File: src/rtl/hazard_ctrl.sv
// rtl/hazard_ctrl.sv - pipeline sequencing, hazard detection and forwarding control
//
// Purpose:
//    Drives the enable/flush controls of the PC, IF/ID, ID/EXE and EXE/MEM
//    registers of the 5-stage core. It handles load-use bubbles, branch/jump
//    redirects and data-memory wait states. It also produces the EXE operand
//    forwarding selects and a sticky memory-timeout fault.
//
// Optional feature macro: HAZ_PERF_CNT_EN (load-use / redirect counters).
//
// Ports:
//    clk, clr                 clock (rising edge), async active-high reset
//    id_rs, id_rt, id_uses_rt source registers of the instruction in ID
//    ex_*                     EXE-stage fields (sources, dest, load, redirect)
//    mem_regwrite, mem_wreg   MEM-stage writeback info for forwarding
//    wb_regwrite, wb_wreg     WB-stage writeback info for forwarding
//    mem_busy                 data memory not ready this cycle
//    pc_en .. exmem_en        pipeline register enables / flushes
//    fwd_a, fwd_b             00 regfile, 01 WB, 10 MEM
//    state, fault             FSM state (0 RUN, 1 MEMW, 2 FAULT), sticky fault
//    stall_cnt, flush_cnt     performance counters (0 when feature disabled)

module hazard_ctrl #(
   parameter int MEM_TIMEOUT = 16,
   parameter int CNT_W       = 32
) (
   input  logic             clk,
   input  logic             clr,
   input  logic [4:0]       id_rs,
   input  logic [4:0]       id_rt,
   input  logic             id_uses_rt,
   input  logic [4:0]       ex_rs,
   input  logic [4:0]       ex_rt,
   input  logic             ex_regwrite,
   input  logic             ex_memtoreg,
   input  logic [4:0]       ex_wreg,
   input  logic             ex_branch_taken,
   input  logic             ex_jump,
   input  logic             mem_regwrite,
   input  logic [4:0]       mem_wreg,
   input  logic             wb_regwrite,
   input  logic [4:0]       wb_wreg,
   input  logic             mem_busy,
   output logic             pc_en,
   output logic             ifid_en,
   output logic             ifid_flush,
   output logic             idex_en,
   output logic             idex_flush,
   output logic             exmem_en,
   output logic [1:0]       fwd_a,
   output logic [1:0]       fwd_b,
   output logic [1:0]       state,
   output logic             fault,
   output logic [CNT_W-1:0] stall_cnt,
   output logic [CNT_W-1:0] flush_cnt
);

   typedef enum logic [1:0] {
      RUN   = 2'd0,
      MEMW  = 2'd1,
      FAULT = 2'd2
   } state_t;

   localparam int WC_W = (MEM_TIMEOUT < 1) ? 1 : $clog2(MEM_TIMEOUT + 1);
   localparam logic [WC_W:0]   TIMEOUT_V = (WC_W + 1)'(MEM_TIMEOUT);
   localparam logic [WC_W-1:0] WC_ONE    = WC_W'(1);

   state_t          state_q, state_d;
   logic [WC_W-1:0] wait_cnt_q, wait_cnt_d;
   logic            fault_q, fault_d;
   logic [WC_W:0]   wait_inc;

   logic load_use;
   logic redirect;
   logic frozen;
   logic bubble_issue;
   logic redirect_issue;

   function automatic logic [1:0] fwd_sel(input logic [4:0] src,
                                          input logic       m_we,
                                          input logic [4:0] m_reg,
                                          input logic       w_we,
                                          input logic [4:0] w_reg);
      if (m_we && (m_reg != 5'd0) && (m_reg == src))
         return 2'b10;
      else if (w_we && (w_reg != 5'd0) && (w_reg == src))
         return 2'b01;
      else
         return 2'b00;
   endfunction

   always_comb begin
      load_use = ex_memtoreg & ex_regwrite & (ex_wreg != 5'd0) &
                 ((ex_wreg == id_rs) | (id_uses_rt & (ex_wreg == id_rt)));
      redirect = ex_branch_taken | ex_jump;
      frozen   = (state_q == FAULT) | mem_busy;

      pc_en      = 1'b1;
      ifid_en    = 1'b1;
      idex_en    = 1'b1;
      exmem_en   = 1'b1;
      ifid_flush = 1'b0;
      idex_flush = 1'b0;

      // Pending redirect/load-use inputs stay stable across a freeze, so they
      // are naturally acted on in the first cycle after mem_busy drops.
      if (frozen) begin
         pc_en    = 1'b0;
         ifid_en  = 1'b0;
         idex_en  = 1'b0;
         exmem_en = 1'b0;
      end else if (redirect) begin
         // ID instruction is squashed, so any load-use on it is irrelevant.
         ifid_flush = 1'b1;
         idex_flush = 1'b1;
      end else if (load_use) begin
         pc_en      = 1'b0;
         ifid_en    = 1'b0;
         idex_flush = 1'b1;
      end

      bubble_issue   = ~frozen & ~redirect & load_use;
      redirect_issue = ~frozen & redirect;

      fwd_a = fwd_sel(ex_rs, mem_regwrite, mem_wreg, wb_regwrite, wb_wreg);
      fwd_b = fwd_sel(ex_rt, mem_regwrite, mem_wreg, wb_regwrite, wb_wreg);
   end

   always_comb begin
      state_d    = state_q;
      wait_cnt_d = wait_cnt_q;
      fault_d    = fault_q;
      wait_inc   = {1'b0, wait_cnt_q} + (WC_W + 1)'(1);
      case (state_q)
         RUN: begin
            if (mem_busy) begin
               state_d    = MEMW;
               wait_cnt_d = WC_ONE;
            end
         end
         MEMW: begin
            if (mem_busy) begin
               if (wait_cnt_q != {WC_W{1'b1}})
                  wait_cnt_d = wait_cnt_q + WC_ONE;
               // The count including this cycle reaching the limit means
               // MEM_TIMEOUT consecutive busy cycles have elapsed.
               if ((MEM_TIMEOUT != 0) && (wait_inc >= TIMEOUT_V)) begin
                  state_d = FAULT;
                  fault_d = 1'b1;
               end
            end else begin
               state_d    = RUN;
               wait_cnt_d = '0;
            end
         end
         FAULT: begin
            state_d = FAULT;
         end
         default: begin
            state_d    = RUN;
            wait_cnt_d = '0;
         end
      endcase
   end

   always_ff @(posedge clk or posedge clr) begin
      if (clr) begin
         state_q    <= RUN;
         wait_cnt_q <= '0;
         fault_q    <= 1'b0;
      end else begin
         state_q    <= state_d;
         wait_cnt_q <= wait_cnt_d;
         fault_q    <= fault_d;
      end
   end

   assign state = state_q;
   assign fault = fault_q;

`ifdef HAZ_PERF_CNT_EN
   logic [CNT_W-1:0] stall_cnt_q, stall_cnt_d;
   logic [CNT_W-1:0] flush_cnt_q, flush_cnt_d;

   always_comb begin
      stall_cnt_d = stall_cnt_q + (bubble_issue ? CNT_W'(1) : CNT_W'(0));
      flush_cnt_d = flush_cnt_q + (redirect_issue ? CNT_W'(1) : CNT_W'(0));
   end

   always_ff @(posedge clk or posedge clr) begin
      if (clr) begin
         stall_cnt_q <= '0;
         flush_cnt_q <= '0;
      end else begin
         stall_cnt_q <= stall_cnt_d;
         flush_cnt_q <= flush_cnt_d;
      end
   end

   assign stall_cnt = stall_cnt_q;
   assign flush_cnt = flush_cnt_q;
`else
   logic perf_unused;
   assign perf_unused = bubble_issue ^ redirect_issue;
   assign stall_cnt   = '0;
   assign flush_cnt   = '0;
`endif

endmodule

File: config.mk
export PLATFORM = sky130hd
export DESIGN_NAME = hazard_ctrl
export DESIGN_NICKNAME = d
export VERILOG_FILES = /design/src/rtl/hazard_ctrl.sv
export SDC_FILE = /design/constraint.sdc
export NUM_CORES = 1
export LEC_CHECK = 0
export CORE_UTILIZATION = 31
export DETAILED_ROUTE_END_ITERATION = 10
export GPL_TIMING_DRIVEN = 0
export PLACE_DENSITY = 0.81
export SLEW_MARGIN = 25
export SYNTH_ARGS = -nofsm -noshare
export SYNTH_HDL_FRONTEND = slang
export SYNTH_SLANG_ARGS = --single-unit
export TNS_END_PERCENT = 1
File: constraint.sdc
create_clock -name clk -period 2.1 [get_ports clk]
set_clock_uncertainty 0.2 [all_clocks]
set_input_delay 0.42 -clock clk [delete_from_list [all_inputs] [get_ports clk]]
set_output_delay 0.42 -clock clk [all_outputs]
set_load 0.05 [all_outputs]
==> flow_metrics.env, run 1 <==
export IMPL_powerDensity_mw_per_mm2=416
export IMPL_violations="setup timing"
export IMPL_fmax_mhz=411
export IMPL_fin_ws_ns=-0.333
export IMPL_cts_root_buf="clkbuf_8"
export IMPL_cp_required_ns=1.48
export IMPL_drv_slew=0
export IMPL_dpl_cell_area_mm2=0.00229
export IMPL_yosysSeqAreaShare=0.149
export IMPL_die_w_um=67.7
export IMPL_crit_path_cell_trace="buf_8 > or4_4 > o21ai_4 > nor4_4 > nor4_4 > buf_6"
export IMPL_rsz0062_at_grt="yes"
export IMPL_antenna_found_initial=0
export IMPL_n_fill_cell=359
export IMPL_drt_vias_per_instance=3.93
export IMPL_synth_edff_count=0
export IMPL_cts_sinks=8
export IMPL_drt_wl_total_um=3390
export IMPL_max_slew_margin_rel=0.661
export IMPL_grt_first_pass_wirelength_um=5240
export IMPL_grt_max_degree=9
export IMPL_routedWlPerCell_um=9.90
export IMPL_leakage_nw=1.34
export IMPL_tightest_slew_ns=0.510
export IMPL_grt_busiest_layer="met2"
export IMPL_ir_drop_mv=0.301
export IMPL_place_port_buffers=57
export IMPL_ys_async_sr_fraction=1.00
export IMPL_drive_gt1_frac=0.414
export IMPL_clk_latency_ns=0.23
export IMPL_stdcell_area_mm2=0.00239
export IMPL_synthesis_area_mm2=0.00134
export IMPL_placementRows=23
export IMPL_syn_mean_instance_area_um2=8.22
export IMPL_ys_ff_latch=8
export IMPL_first_global_vias=1240
export IMPL_place_congestion=0.743
export IMPL_core_mm2=0.00409
export IMPL_vias=1343
export IMPL_area_delta_synth_final_pct=78.2
export IMPL_first_pass_iters=4
export IMPL_arrival_ns=1.81
export IMPL_status="finished, violations left"
export IMPL_overflow=0
export IMPL_numCtsBuffers=3
export IMPL_die_height_um=67.7
export IMPL_cts_buffer_depth=2
export IMPL_clkSlewWorstSetupHoldPaths_ns=0.04
export IMPL_grtUsageMet1=0.149
export IMPL_insertedDiodeCount=0
export IMPL_use_met3=0.0405
export IMPL_crit_fanout=2
export IMPL_ys_warn_count=0
export IMPL_grt_usage=0.151
export IMPL_final_setup_viol_count=7
export IMPL_crit_path_max_incr_delay_ns=0.53
export IMPL_synth_cells=163
export IMPL_cts_tree="done"
export IMPL_period_needed_ns=2.43
export IMPL_die_area_mm2=0.00459
export IMPL_dpl_hpwl_um=2750
export IMPL_worst_setup_path_type="input port to primary output"
export IMPL_start_util=0.328
export IMPL_drt_iter0_drc=23
export IMPL_crit_top_cell="nor4_4"
export IMPL_hold_path_class="input port to async pin"
export IMPL_startpoint_type="input port"
export IMPL_pin_count=122
export IMPL_drv_cap=0
export IMPL_h_tree_depth=1
export IMPL_netlist_cell_type_count=35
export IMPL_route_detailed_drc=0
export IMPL_slowest_stage="or4_4"
export IMPL_finalCritPeriodShare=1.16
export IMPL_dp_slack_ns=-1.41
export IMPL_hold_viol=0
export IMPL_end_kind="primary output"
export IMPL_synthFlopType="dfrtp_1"
export IMPL_ant_nets=0
export IMPL_grt_use_met2=0.300
export IMPL_finalPower_mw=0.994
export IMPL_nets=340
==> cells by family (layout without fill, tap and decap cells) <==
group,count (synthesis),count (layout),share of synthesized area
other,1,64,0.00280
adder cells (fa/ha/maj),2,2,0.0187
buffers and inverters,70,136,0.381
AO/OA/AOI/OAI,22,22,0.116
flip-flops,8,8,0.149
multiplexers,1,1,0.00747
XOR/XNOR,30,30,0.196
AND/OR/NAND/NOR,29,29,0.129
==> synth_stat cells, types with 2 or more instances <==
cell type  count  area (um^2)
inv_1          4         15.0
nand2_1        6         22.5
nor2_1         5         18.8
a21oi_1        2         10.0
a22o_1         2         17.5
ha_1           2         25.0
nor4_1         3         18.8
buf_4         66          495
or4_1          4         30.0
nand3_1        3         15.0
nor4_2         2         25.0
dfrtp_1        8          200
o21ai_0        5         25.0
o21bai_1       2         15.0
xor2_1        23          201
xnor2_1        7         61.3
==> flip-flops by register name, summed over array words and instances, names as in the netlist <==
name,cells
wait_cnt_q,5
state,2
fault,1
==> power by group <==
part           switching, mW  internal, mW
clock                 0.0659         0.132
combinational          0.410         0.214
sequential           0.00919         0.163
total                  0.485         0.509
==> per-stage QoR <==
stage               instances  utilization  setup TNS [ns]  hold WS (ns)
floorplan                 226            -           -1.42        0.0356
global placement          333        0.560          -10.14         0.268
detailed placement        333        0.560          -10.25         0.279
CTS                       341        0.579           -2.33         0.249
global route              342        0.585           -2.21         0.262
finish                    342        0.585           -1.78         0.236
==> metal layers <==
layer  wire length (um)  up-vias
li1                   -      683
met1               1160      572
met2               1840       82
met3                342        6
met4                 42        0
met5                  0        -
==> cell type report <==
cell class,instances,area (um^2),area share
Buffer,66,499,0.209
Inverter,4,15.0,0.00629
Timing Repair Buffer,62,569,0.238
Clock buffer,4,45.0,0.0189
Sequential cell,8,201,0.0843
Tap cell,50,62.6,0.0262
Multi-Input combinational cell,148,996,0.417
==> layout by cell type, fill, tap and decap left out, types with 4 or more instances in the layout <==
master / instances
conb_1: 64
buf_4: 70
inv_1: 4
buf_2: 4
clkbuf_2: 11
buf_6: 9
xnor2_1: 6
clkdlybuf4s50_1: 8
xor2_1: 23
dlymetal6s2s_1: 10
dfrtp_1: 7
nor4_4: 4
dlygate4sd2_1: 12
nand2_1: 5
nor2_1: 5
or4_4: 4
==> worst paths after layout <==
| path | end | slack (ns) | startpoint | cells after the start |
|---|---|---|---|---|
| setup reg to reg | wait_cnt_q[3] | 0.18 | wait_cnt_q[0] | 7 |
| max in group asynchronous | state[0] | 1.21 | clr | 2 |
| hold reg to reg | fault | 0.29 | fault | 1 |
| hold / removal | fault | 0.24 | clr | 2 |
| setup / recovery | fwd_b[0] | -0.33 | mem_wreg[4] | 6 |
| min in group clk | fault | 0.29 | fault | 1 |
==> what timing repair did <==
action                     4_1_cts  5_1_grt
setup endpoints to repair       11       10
pin swaps                       10       13
setup buffers                    4        1
hold endpoints to repair         0        0
hold buffers                     0        0
gates resized for setup        120       42
==> critical path: cells and delay by family <==
family,cells,cell delay [ns]
simple gates,3,0.91
buf+inv,2,0.29
compound gates,1,0.19
No activity file was read; power rests on OpenSTA's default activity.
==> inputs of run 2 (changes only) <==
--- a/config.mk
+++ b/config.mk
@@ -5,10 +5,10 @@
 export SDC_FILE = /design/constraint.sdc
 export NUM_CORES = 1
 export LEC_CHECK = 0
-export CORE_UTILIZATION = 31
+export CORE_UTILIZATION = 27
 export DETAILED_ROUTE_END_ITERATION = 10
 export GPL_TIMING_DRIVEN = 0
-export PLACE_DENSITY = 0.81
+export PLACE_DENSITY = 0.72
 export SLEW_MARGIN = 25
 export SYNTH_ARGS = -nofsm -noshare
 export SYNTH_HDL_FRONTEND = slang
==> flow_metrics.env, run 2 (same netlist as run 1, synthesis figures left out) <==
export IMPL_tightest_slew_ns=0.504
export IMPL_top_register="wait_cnt_q"
export IMPL_nets=339
export IMPL_cts_hold_buffers_added=0
export IMPL_worst_setup_path_type="input port to primary output"
export IMPL_final_cell_mix="buf_4, conb_1, xor2_1, buf_6, clkdlybuf4s50_1"
export IMPL_startpoint_type="input port"
export IMPL_end_kind="primary output"
export IMPL_cp_required_ns=1.48
export IMPL_arrival_ns=1.78
export IMPL_route_detailed_drc=0
export IMPL_finalCritPeriodShare=1.14
export IMPL_overflow=0
export IMPL_cts_root_buf="clkbuf_8"
export IMPL_crit_path_max_incr_delay_ns=0.38
export IMPL_dp_slack_ns=-1.40
export IMPL_cts_tree="done"
export IMPL_placementRows=25
export IMPL_clkSlewWorstSetupHoldPaths_ns=0.04
export IMPL_first_global_vias=1043
export IMPL_fin_cells=358
export IMPL_drt_wl_total_um=2980
export IMPL_utilization=0.509
export IMPL_ir_drop_mv=0.409
export IMPL_use_met3=0.0319
export IMPL_die_area_mm2=0.00525
export IMPL_routedWlPerCell_um=8.33
export IMPL_dp_cells=350
export IMPL_place_congestion=0.870
export IMPL_path_delay_family="compound AO/OA/AOI/OAI gates"
export IMPL_violations="setup timing"
export IMPL_fin_ws_ns=-0.299
export IMPL_critPathLaunch="ex_wreg[2]"
export IMPL_start_util=0.282
export IMPL_powerDensity_mw_per_mm2=409
export IMPL_drive_gt1_frac=0.436
export IMPL_critPathBufInv=3
export IMPL_drv_cap=0
export IMPL_rsz0062_at_grt="yes"
export IMPL_grt_use_met2=0.215
export IMPL_area_delta_synth_final_pct=80.7
export IMPL_insertedDiodeCount=0
export IMPL_dpl_cell_area_mm2=0.00231
export IMPL_antenna_found_initial=0
export IMPL_max_slew_margin_rel=0.663
export IMPL_hold_viol=0
export IMPL_crit_path_cell_trace="buf_4 > xor2_1 > nor4_2 > a32oi_2 > o31a_2 > buf_6 > buf_8"
export IMPL_place_port_buffers=57
export IMPL_stdcell_area_mm2=0.00242
export IMPL_first_pass_iters=4
export IMPL_final_setup_viol_count=7
export IMPL_layout_commonest_cell="buf_4"
export IMPL_grtUsageMet1=0.116
export IMPL_drt_iter0_drc=28
export IMPL_leakage_nw=1.31
export IMPL_rr_startpoint="wait_cnt_q[0]"
export IMPL_die_height_um=72.5
export IMPL_numCtsBuffers=3
export IMPL_n_fill_cell=481
export IMPL_r2r_cells=7
export IMPL_vias=1277
export IMPL_status="finished, violations left"
export IMPL_fmax_mhz=417
export IMPL_cts_sinks=8
export IMPL_clk_latency_ns=0.23
export IMPL_drt_vias_per_instance=3.57
export IMPL_slowest_stage="o31a_2"
export IMPL_hold_path_class="input port to async pin"
export IMPL_hold_slack_ns=0.254
export IMPL_pin_count=122
export IMPL_r2r_slack_ns=0.17
export IMPL_die_w_um=72.5
export IMPL_grt_max_degree=9
export IMPL_grt_first_pass_wirelength_um=4550
export IMPL_largest_reg_flops=5
export IMPL_setup_tns_final_ns=-1.39
export IMPL_grt_busiest_layer="met2"
export IMPL_period_needed_ns=2.40
export IMPL_crit_fanout=3
export IMPL_h_tree_depth=1
export IMPL_drv_slew=0
export IMPL_ant_nets=0
export IMPL_cts_buffer_depth=2
export IMPL_finalPower_mw=0.989
export IMPL_core_mm2=0.00475
export IMPL_r2r_end="wait_cnt_q[3]"
export IMPL_dpl_hpwl_um=2610
export IMPL_grt_usage=0.108
## run 2: worst reg2reg max path, stage by stage, from the launching register on
cell and delay, ns:
dfrtp_1 0.41, ha_1 0.24, and3_1 0.19, ha_1 0.25, inv_1 0.12, a41oi_1 0.12, o21ai_0 0.17, o41ai_1 0.10
## run 2: timing repair
action,in CTS,in global routing
pin swaps,15,17
gates resized for setup,128,56
buffers inserted,3,1
cloned,0,0
setup endpoints to repair,11,9
## run 2: report_power, final
group | total [mW] | internal (mW) | switching [mW]
Clock | 0.192 | 0.132 | 0.0607
Combinational | 0.626 | 0.220 | 0.406
Sequential | 0.171 | 0.163 | 0.00844
Total | 0.989 | 0.514 | 0.475
## run 2: area by class of cell
type                       instances  area, um^2  share of cell area
multi-input combinational        148        1010               0.416
timing repair buffer              61         571               0.236
buffer                            66         499               0.206
sequential                         8         201              0.0832
tap                               67        83.8              0.0346
clock buffer                       4        45.0              0.0186
inverter                           4        15.0             0.00620
## run 2: worst max path at each step
stage / endpoint / cells after the start
floorplan: fwd_a[0] / 4
global placement: fwd_a[0] / 6
detailed placement: fwd_b[0] / 6
CTS: fwd_b[0] / 7
global route: pc_en / 7
finish: pc_en / 7
## run 2: routing by layer
layer / vias to the layer above / wire, um
met5: - / 0
met4: 0 / 0
met3: 0 / 326
met2: 66 / 1660
met1: 536 / 993
li1: 675 / -
